===== src/rtl/rtc_bus_pkg.sv =====
// rtc_bus_pkg: shared states, default timing and pin idle levels for the RTC bus transactor
package rtc_bus_pkg;
  typedef enum logic [3:0] {
    IDLE = 4'd0,
    A_SU = 4'd1,
    A_PW = 4'd2,
    A_H  = 4'd3,
    D_SU = 4'd4,
    D_PW = 4'd5,
    D_H  = 4'd6,
    DONE = 4'd7,
    REC  = 4'd8
  } state_t;
  localparam int T_SU_DEF  = 2;
  localparam int T_PW_DEF  = 5;
  localparam int T_H_DEF   = 2;
  localparam int T_REC_DEF = 3;
  localparam logic PIN_IDLE = 1'b1;
  function automatic logic [7:0] ticks(input int t);
    return 8'(t - 1);
  endfunction
endpackage


===== src/rtl/rtc_bus_timer.sv =====
// rtc_bus_timer: 8-bit loadable down-counter that stops at zero
//   clk, reset (async, active-high), load, load_val[7:0] -> zero
module rtc_bus_timer (
  input  logic       clk,
  input  logic       reset,
  input  logic       load,
  input  logic [7:0] load_val,
  output logic       zero
);
  logic [7:0] cnt;
  assign zero = cnt == 8'd0;
  always_ff @(posedge clk or posedge reset)
    if (reset) cnt <= 8'd0;
    else if (load) cnt <= load_val;
    else if (!zero) cnt <= cnt - 8'd1;
endmodule


===== src/rtl/rtc_bus_transactor.sv =====
// rtc_bus_transactor: one RTC multiplexed-bus transaction (address cycle then data cycle) per request
//   in : clk, reset (async, active-high), in_en_funcion_rtc, in_funcion_w_r,
//        in_addr_ram_rtc[7:0], in_dato_escritura[7:0], in_ad_bus[7:0]
//   out: out_ad_bus[7:0], out_ad_oe, out_cs_n, out_ad_n, out_wr_n, out_rd_n,
//        out_dato_leido[7:0], out_flag_done
//   RTC_ABORT_EN: when defined, dropping en during the address cycle abandons the transaction
module rtc_bus_transactor
  import rtc_bus_pkg::*;
#(
  parameter int T_SU  = T_SU_DEF,
  parameter int T_PW  = T_PW_DEF,
  parameter int T_H   = T_H_DEF,
  parameter int T_REC = T_REC_DEF
) (
  input  logic       clk,
  input  logic       reset,
  input  logic       in_en_funcion_rtc,
  input  logic       in_funcion_w_r,
  input  logic [7:0] in_addr_ram_rtc,
  input  logic [7:0] in_dato_escritura,
  input  logic [7:0] in_ad_bus,
  output logic [7:0] out_ad_bus,
  output logic       out_ad_oe,
  output logic       out_cs_n,
  output logic       out_ad_n,
  output logic       out_wr_n,
  output logic       out_rd_n,
  output logic [7:0] out_dato_leido,
  output logic       out_flag_done
);
  state_t state, state_n;
  logic w_r_q;
  logic [7:0] addr_q, data_q, load_val;
  logic zero, load, in_a, in_d, wr_d;
  rtc_bus_timer u_timer (
    .clk(clk), .reset(reset), .load(load), .load_val(load_val), .zero(zero)
  );
  always_comb begin
    state_n = state;
    case (state)
      IDLE:    state_n = in_en_funcion_rtc ? A_SU : IDLE;
      A_SU:    state_n = zero ? A_PW : A_SU;
      A_PW:    state_n = zero ? A_H  : A_PW;
      A_H:     state_n = zero ? D_SU : A_H;
      D_SU:    state_n = zero ? D_PW : D_SU;
      D_PW:    state_n = zero ? D_H  : D_PW;
      D_H:     state_n = zero ? DONE : D_H;
      DONE:    state_n = REC;
      REC:     state_n = zero ? IDLE : REC;
      default: state_n = IDLE;
    endcase
`ifdef RTC_ABORT_EN
    if (in_a && !in_en_funcion_rtc) state_n = REC;
`endif
    load = state_n != state;
    load_val = (state_n == A_SU || state_n == D_SU) ? ticks(T_SU) :
               (state_n == A_PW || state_n == D_PW) ? ticks(T_PW) :
               (state_n == A_H  || state_n == D_H ) ? ticks(T_H)  :
               (state_n == REC) ? ticks(T_REC) : 8'd0;
  end
  assign in_a = state inside {A_SU, A_PW, A_H};
  assign in_d = state inside {D_SU, D_PW, D_H};
  assign wr_d = in_d && w_r_q;
  assign out_cs_n = (in_a || in_d) ? 1'b0 : PIN_IDLE;
  assign out_ad_n = in_a ? 1'b0 : PIN_IDLE;
  assign out_ad_oe = in_a || wr_d;
  assign out_ad_bus = in_a ? addr_q : wr_d ? data_q : 8'h00;
  assign out_wr_n = (state == A_PW || (state == D_PW && w_r_q)) ? 1'b0 : PIN_IDLE;
  assign out_rd_n = (state == D_PW && !w_r_q) ? 1'b0 : PIN_IDLE;
  assign out_flag_done = state == DONE;
  always_ff @(posedge clk or posedge reset)
    if (reset) begin
      state <= IDLE;
      w_r_q <= 1'b0;
      addr_q <= 8'h00;
      data_q <= 8'h00;
      out_dato_leido <= 8'h00;
    end else begin
      state <= state_n;
      if (state == IDLE && in_en_funcion_rtc) begin
        w_r_q <= in_funcion_w_r;
        addr_q <= in_addr_ram_rtc;
        data_q <= in_dato_escritura;
      end
      if (state == D_PW && zero && !w_r_q) out_dato_leido <= in_ad_bus;
    end
endmodule


===== config.mk =====
export PLATFORM = sky130hd
export DESIGN_NAME = rtc_bus_transactor
export DESIGN_NICKNAME = d
export VERILOG_FILES = /design/src/rtl/rtc_bus_pkg.sv /design/src/rtl/rtc_bus_timer.sv /design/src/rtl/rtc_bus_transactor.sv
export SDC_FILE = /design/constraint.sdc
export NUM_CORES = 1
export LEC_CHECK = 0
export CAP_MARGIN = 25
export CORE_MARGIN = 1.5
export CORE_UTILIZATION = 52
export CTS_BUF_LIST = sky130_fd_sc_hd__clkbuf_8 sky130_fd_sc_hd__clkbuf_16
export CTS_CLUSTER_SIZE = 8
export DETAILED_ROUTE_END_ITERATION = 8
export HOLD_SLACK_MARGIN = 0.15
export PLACE_DENSITY = 0.9
export SYNTH_ARGS = -nofsm -noshare
export SYNTH_HDL_FRONTEND = slang
export SYNTH_SLANG_ARGS = --single-unit

===== constraint.sdc =====
create_clock -name clk -period 5.7 [get_ports clk]
set_input_delay 1.14 -clock clk [delete_from_list [all_inputs] [get_ports clk]]
set_output_delay 1.14 -clock clk [all_outputs]
set_load 0.005 [all_outputs]

Word-level counts from Yosys, hierarchy flattened
Cells that the tools add are included.
- register bits: 37
- latch bits: 0
- memory bits (writable): 0
- memory bits (read-only): 0
- input port bits: 28
- output and inout bits: 22
- memories: 0
- $add $sub $neg: 1
- multipliers: 0
- divide/modulo/power cells: 0
- order comparisons: 0
- eq/ne operators: 17
- shifts and indexed selects: 0
- muxes and demuxes: 21
- bitwise logic cells: 0
- reductions and logical operators: 17
- operators by type and width (cell ; count):
    $pmux W4 S9 ; 1
    $mux W8 ; 4
    $eq A4 B3 Y1 const B ; 7
    $eq A4 B2 Y1 const B ; 4
    $mux W3 ; 3
    $eq A4 B1 Y1 const B ; 2
    $eq A4 B4 Y1 const B ; 2
    $logic_not A8 Y1 ; 1
    $mux W1 ; 8
    $mux W2 ; 4
    $sub A8 B1 Y8 const B ; 1
    $logic_and A1 B1 Y1 ; 6
    $logic_or A1 B1 Y1 ; 6
    $reduce_bool A3 Y1 ; 2
    $logic_not A4 Y1 ; 1
    $mux W4 ; 1
    $ne A4 B4 Y1 ; 1
    $ne A2 B1 Y1 const B ; 1
    $logic_not A1 Y1 ; 1

Longest topological paths before layout
- depth in word-level cells: 9
- depth in mapped cells: 8
- depth with buffers taken out: 7

Hierarchy
Synthesis repeated with hierarchy kept, for this count alone.
- cells, all modules: 197
- area, all modules: 2122.0 um2
- by module, submodules not included (module ; times used ; cells each ; area an instance (um2) ; sequential area each (um2)):
    rtc_bus_transactor ; 1 ; 142 ; 1640.3 ; 725.7
    rtc_bus_timer ; 1 ; 55 ; 481.7 ; 200.2

Worst setup path before layout
Ideal clock, no wire load.
- path type: register to output
- start: reg state[2]
- end: out out_ad_bus[0]
- data arrival time: 1471 ps
- required time: 4560 ps
- slack: 3089 ps
- cell stages (with the launch flop): 6
- path buffers: 2
- cell sequence: dfrtp_1 > buf_4 > or3_1 > clkbuf_1 > mux2i_1 > nor2_1
- longest elaborated chain between the ends: 5
- RTL lines (element ; RTL line ; RTL):
    from (decl) ; rtc_bus_transactor.sv:31 ; state_t state, state_n;
    from (signal assigned) ; rtc_bus_transactor.sv:79 ; state <= state_n;
    $eq A4 B3 Y1 ; rtc_bus_transactor.sv:62 ; assign in_d = state inside {D_SU, D_PW, D_H};
    $reduce_bool A3 Y1 ; rtc_bus_transactor.sv:62 ;
    $logic_and A1 B1 Y1 ; rtc_bus_transactor.sv:63 ; assign wr_d = in_d && w_r_q;
    $mux W8 ; rtc_bus_transactor.sv:67 ; assign out_ad_bus = in_a ? addr_q : wr_d ? data_q : 8'h00;
    $mux W8 * ; rtc_bus_transactor.sv:67 ;
    to (decl) ; rtc_bus_transactor.sv:22 ; output logic [7:0] out_ad_bus,
Every way passes the cells marked *; elsewhere a longest branch is shown, timed or not.

Final worst setup path
Same ends and word-level chain as after synthesis.

==> summary by stage <==
Worst setup path
The number of buffer and inverter instances along the worst setup path is 1. Of all nets on the critical path, the largest fanout is 15. The largest incremental delay on the critical path is 660 ps.

The critical path startpoint category is a flip-flop. The critical path required time is 4560 ps. The slowest stage of the critical path belongs to the cell sky130_fd_sc_hd__or3_1. Grouping stages by cell kind, the critical path spends the most delay in simple AND/OR/NAND/NOR gates. The critical path is of the reg2out type.

Walking the worst path, the cells encountered are or3_1 -> mux2i_1 -> nor2_1 -> clkdlybuf4s50_1. STA classifies the critical path endpoint as an output port. At the worst endpoint, the arrival time is between 2000 and 2500 ps.

Floorplan
For this configuration, the core starts out at a cell density of 0.558. The standard-cell row count is 21. The die width is 63.8 microns. The vertical die dimension is 63.8 microns. The area inside the core boundary is 0.00344 sq mm. The overall die area is about 0.0041 sq mm.

The number of top-level pins is 50.

Routing
Wires add up to 3890 microns. The post-detailed-route wirelength per cell is 14.8 microns. After detailed routing, the number of remaining DRC violations is 0. The number of vias after detailed routing is 1395. The first-pass iteration count of the detailed router is 4. After the first detailed-routing iteration, the DRC count stood at 67. Using the TritonRoute via totals, the vias-per-cell ratio works out to 5.30. The number of nets still failing antenna checks after routing is 0.

Power
The share of total power dissipated in combinational logic is 0.527. The switching part of the total power is 0.365. The total power is 0.00147 W. The internal power of the cells totals ~0.00093 W. In this run the power spent charging and discharging nets is 0.000535 W. The worst IR drop on VDD is around 0.31 mV. Of the total power, the clock network draws 0.154. The analysis attributes to cell leakage a power of 1.07 nW.

The sequential share of power is 0.319. The power density relative to cell area is 581 mW/mm^2.

Clocking
The number of hold buffers added after CTS is 0. The number of levels in the clock H-tree is 2. The number of buffers inserted to repair setup after CTS is 0. After clock tree synthesis, the clock-pin slew on the worst setup and hold paths is 70 ps. The clock passes through at most 2 buffers. For this design, the sink count on the clock tree is 37. Clock tree synthesis inserted a total of 5 buffers. The quantity of gates resized following cts is 0.

TritonCTS built the clock tree. The clock reaches the later pin of the worst-skew pair after 300 ps. The cell sitting at the root of the clock tree is a sky130_fd_sc_hd__clkbuf_8.

Synth
The flop and latch count out of synthesis is 37. For this run, the leading register cell type out of synthesis is sky130_fd_sc_hd__dfrtp_1. In this run the cell area of the synthesized design comes to 0.00192 sq mm. After synthesis, the netlist uses 40 different library cells. Yosys mapped a number of flops with a built-in enable equal to 0. After synthesis, the cell types taking the most area are sky130_fd_sc_hd__dfrtp_1 48%, sky130_fd_sc_hd__mux2_2 15%, sky130_fd_sc_hd__mux2i_1 4.2%, sky130_fd_sc_hd__nor2_1 3.9%, sky130_fd_sc_hd__buf_6 2.3%. Of the post-synthesis cell area, the dominant cell type holds 0.482. The async set or reset register ratio after synthesis is 1.00. After synthesis, the mean cell area works out to around 12 sq um. The largest total area in the synthesized netlist belongs to sky130_fd_sc_hd__dfrtp_1. The number of nets in the synthesized netlist is 196. The synthesized instance count is ~170. During synthesis, Yosys emitted a total of 0 warnings. The sequential-to-total area share from yosys stat is 0.482.

GRT
The first global-routing pass estimated 6680 microns of wire. The initial antenna violation count was 0. For this run the aggregate overflow at the end of global routing stands at 0. Entering global routing, the biggest net connects 38 pins. The number of global-route vias before repair is 1440. In the global route stage, overall resource usage came out at 0.215.

STA
The number of pins with negative max-slew slack in the final report is 0. Clock skew on the completed layout was measured at about 5.0 ps. Setup violations remaining at the end of the flow were counted as 0. In the post-route analysis, the smallest setup slack over all paths is 2220 ps.

The setup total negative slack is 0 ps. Setup repair after global routing left no endpoint under its margin. The final number of hold-violating endpoints is 0.

The maximum frequency from static timing analysis is 0.287 GHz. The transition time at the pin with the least slew margin is 833 ps. The worst slew margin relative to its limit is 0.443. In the finished design, the share of the clock period the worst path needs comes to 0.610. After layout, the minimum clock period comes to 3480 ps.

Layout
The number of diodes added for antenna fixing is 0. The library cell used most frequently in the layout, excluding fill and tap cells, is sky130_fd_sc_hd__clkdlybuf4s50_1. For this run, the post-layout net count is 245. The area growth from synthesis to layout is 31.2%. The core utilization of the finished layout is 0.732. The area of all placed cells without fillers is 0.00252 sq mm. The library cells used most frequently in the layout, excluding fill and tap cells, are 49 x sky130_fd_sc_hd__clkdlybuf4s50_1, 37 x sky130_fd_sc_hd__dfrtp_1, 25 x sky130_fd_sc_hd__mux2_2.

Of the cells placed in the final design, the portion with a size suffix greater than 1 is 0.212.

Placement
The congestion estimate from routability-driven global placement came to 0.782. Once detailed placement completed, the half-perimeter wirelength came to 2590 microns. Once placement finished, the instance area stood at between 0.002 and 0.0025 sq mm. The total of buffers placed on input and output ports is 49. The pre-CTS setup slack is 2560 ps.

Run status
The flow ran to the end, and the final reports show no timing, DRC or antenna violations.

Hold path
The type of the most critical hold path is reg2reg.

Flow run
Across the run, the number of max-cap violations was 0.
per-stage QoR:
step	hold WS, ps	instances
6_report	508	263
5_1_grt	532	263
4_1_cts	512	263
3_5_place_dp	494	255
3_3_place_gp	487	255
2_1_floorplan	479	167
cell usage after synthesis, drive strengths merged, types with 4 or more instances:
master and instances:
dfrtp 37, mux2 25, a21oi 5, mux2i 8, o21ai 6, xnor2 4
nor2 20, buf 6, inv 6, nand2 12
power by group through the flow:
stage	clock network [W]	registers, W	logic (W)
2_1_floorplan	0	0.000428	0.000547
4_1_cts	0.000230	0.000467	0.000786
3_3_place_gp	0	0.000465	0.000749
6_report	0.000226	0.000467	0.000773
3_5_place_dp	0	0.000469	0.000769
5_1_grt	0.000242	0.000485	0.000854
area by class of cell:
class,count,area [sq um]
sequential,37,926
fill,233,921
multi-input combinational,116,906
timing repair buffer,50,498
clock buffer,5,68.8
tap,46,57.6
clock inverter,3,42.5
inverter,6,22.5
worst reg2reg max path, stage by stage, from the launching register on:
cell and delay, ps:
sky130_fd_sc_hd__dfrtp_1 530, sky130_fd_sc_hd__nor4_1 440, sky130_fd_sc_hd__nand2_1 600, sky130_fd_sc_hd__o211ai_4 290, sky130_fd_sc_hd__xnor2_1 180, sky130_fd_sc_hd__a21oi_2 80
per-layer routing:
metal	global-route usage	wire (microns)	share of wire
met1	0.257	1620	0.42
met5	0	0	0
met3	0.0651	191	0.049
met4	0.0978	76	0.020
met2	0.357	2000	0.51
state kept, by name, indices dropped and copies added, names as in the netlist:
name and flops:
state 4, u_timer.cnt 8, data_q 8, addr_q 8, out_dato_leido 8, w_r_q 1
path summary, 6_finish.rpt:
| kind | endpoint | slack (ps) | cells after the start | from |
|---|---|---|---|---|
| max | out_ad_bus[0] | 2220 | 4 | state[2] |
| min | out_dato_leido[3] | 510 | 1 | out_dato_leido[3] |
| max reg2reg | u_timer.cnt[0] | 3460 | 5 | state[2] |
| min reg2reg | out_dato_leido[3] | 510 | 1 | out_dato_leido[3] |
| max in group asynchronous | w_r_q | 4140 | 3 | reset |
| min in group asynchronous | out_dato_leido[3] | 1240 | 3 | reset |
kinds of logic after synthesis:
logic type / Yosys count / synth area share
flops: 37 / 0.482
buf+inv: 14 / 0.0469
simple gates: 57 / 0.163
fa+ha+maj: 1 / 0.00651
compound gates: 18 / 0.0814
mux: 33 / 0.188
xor+xnor: 7 / 0.0319
(Power assumes the default switching activity.)
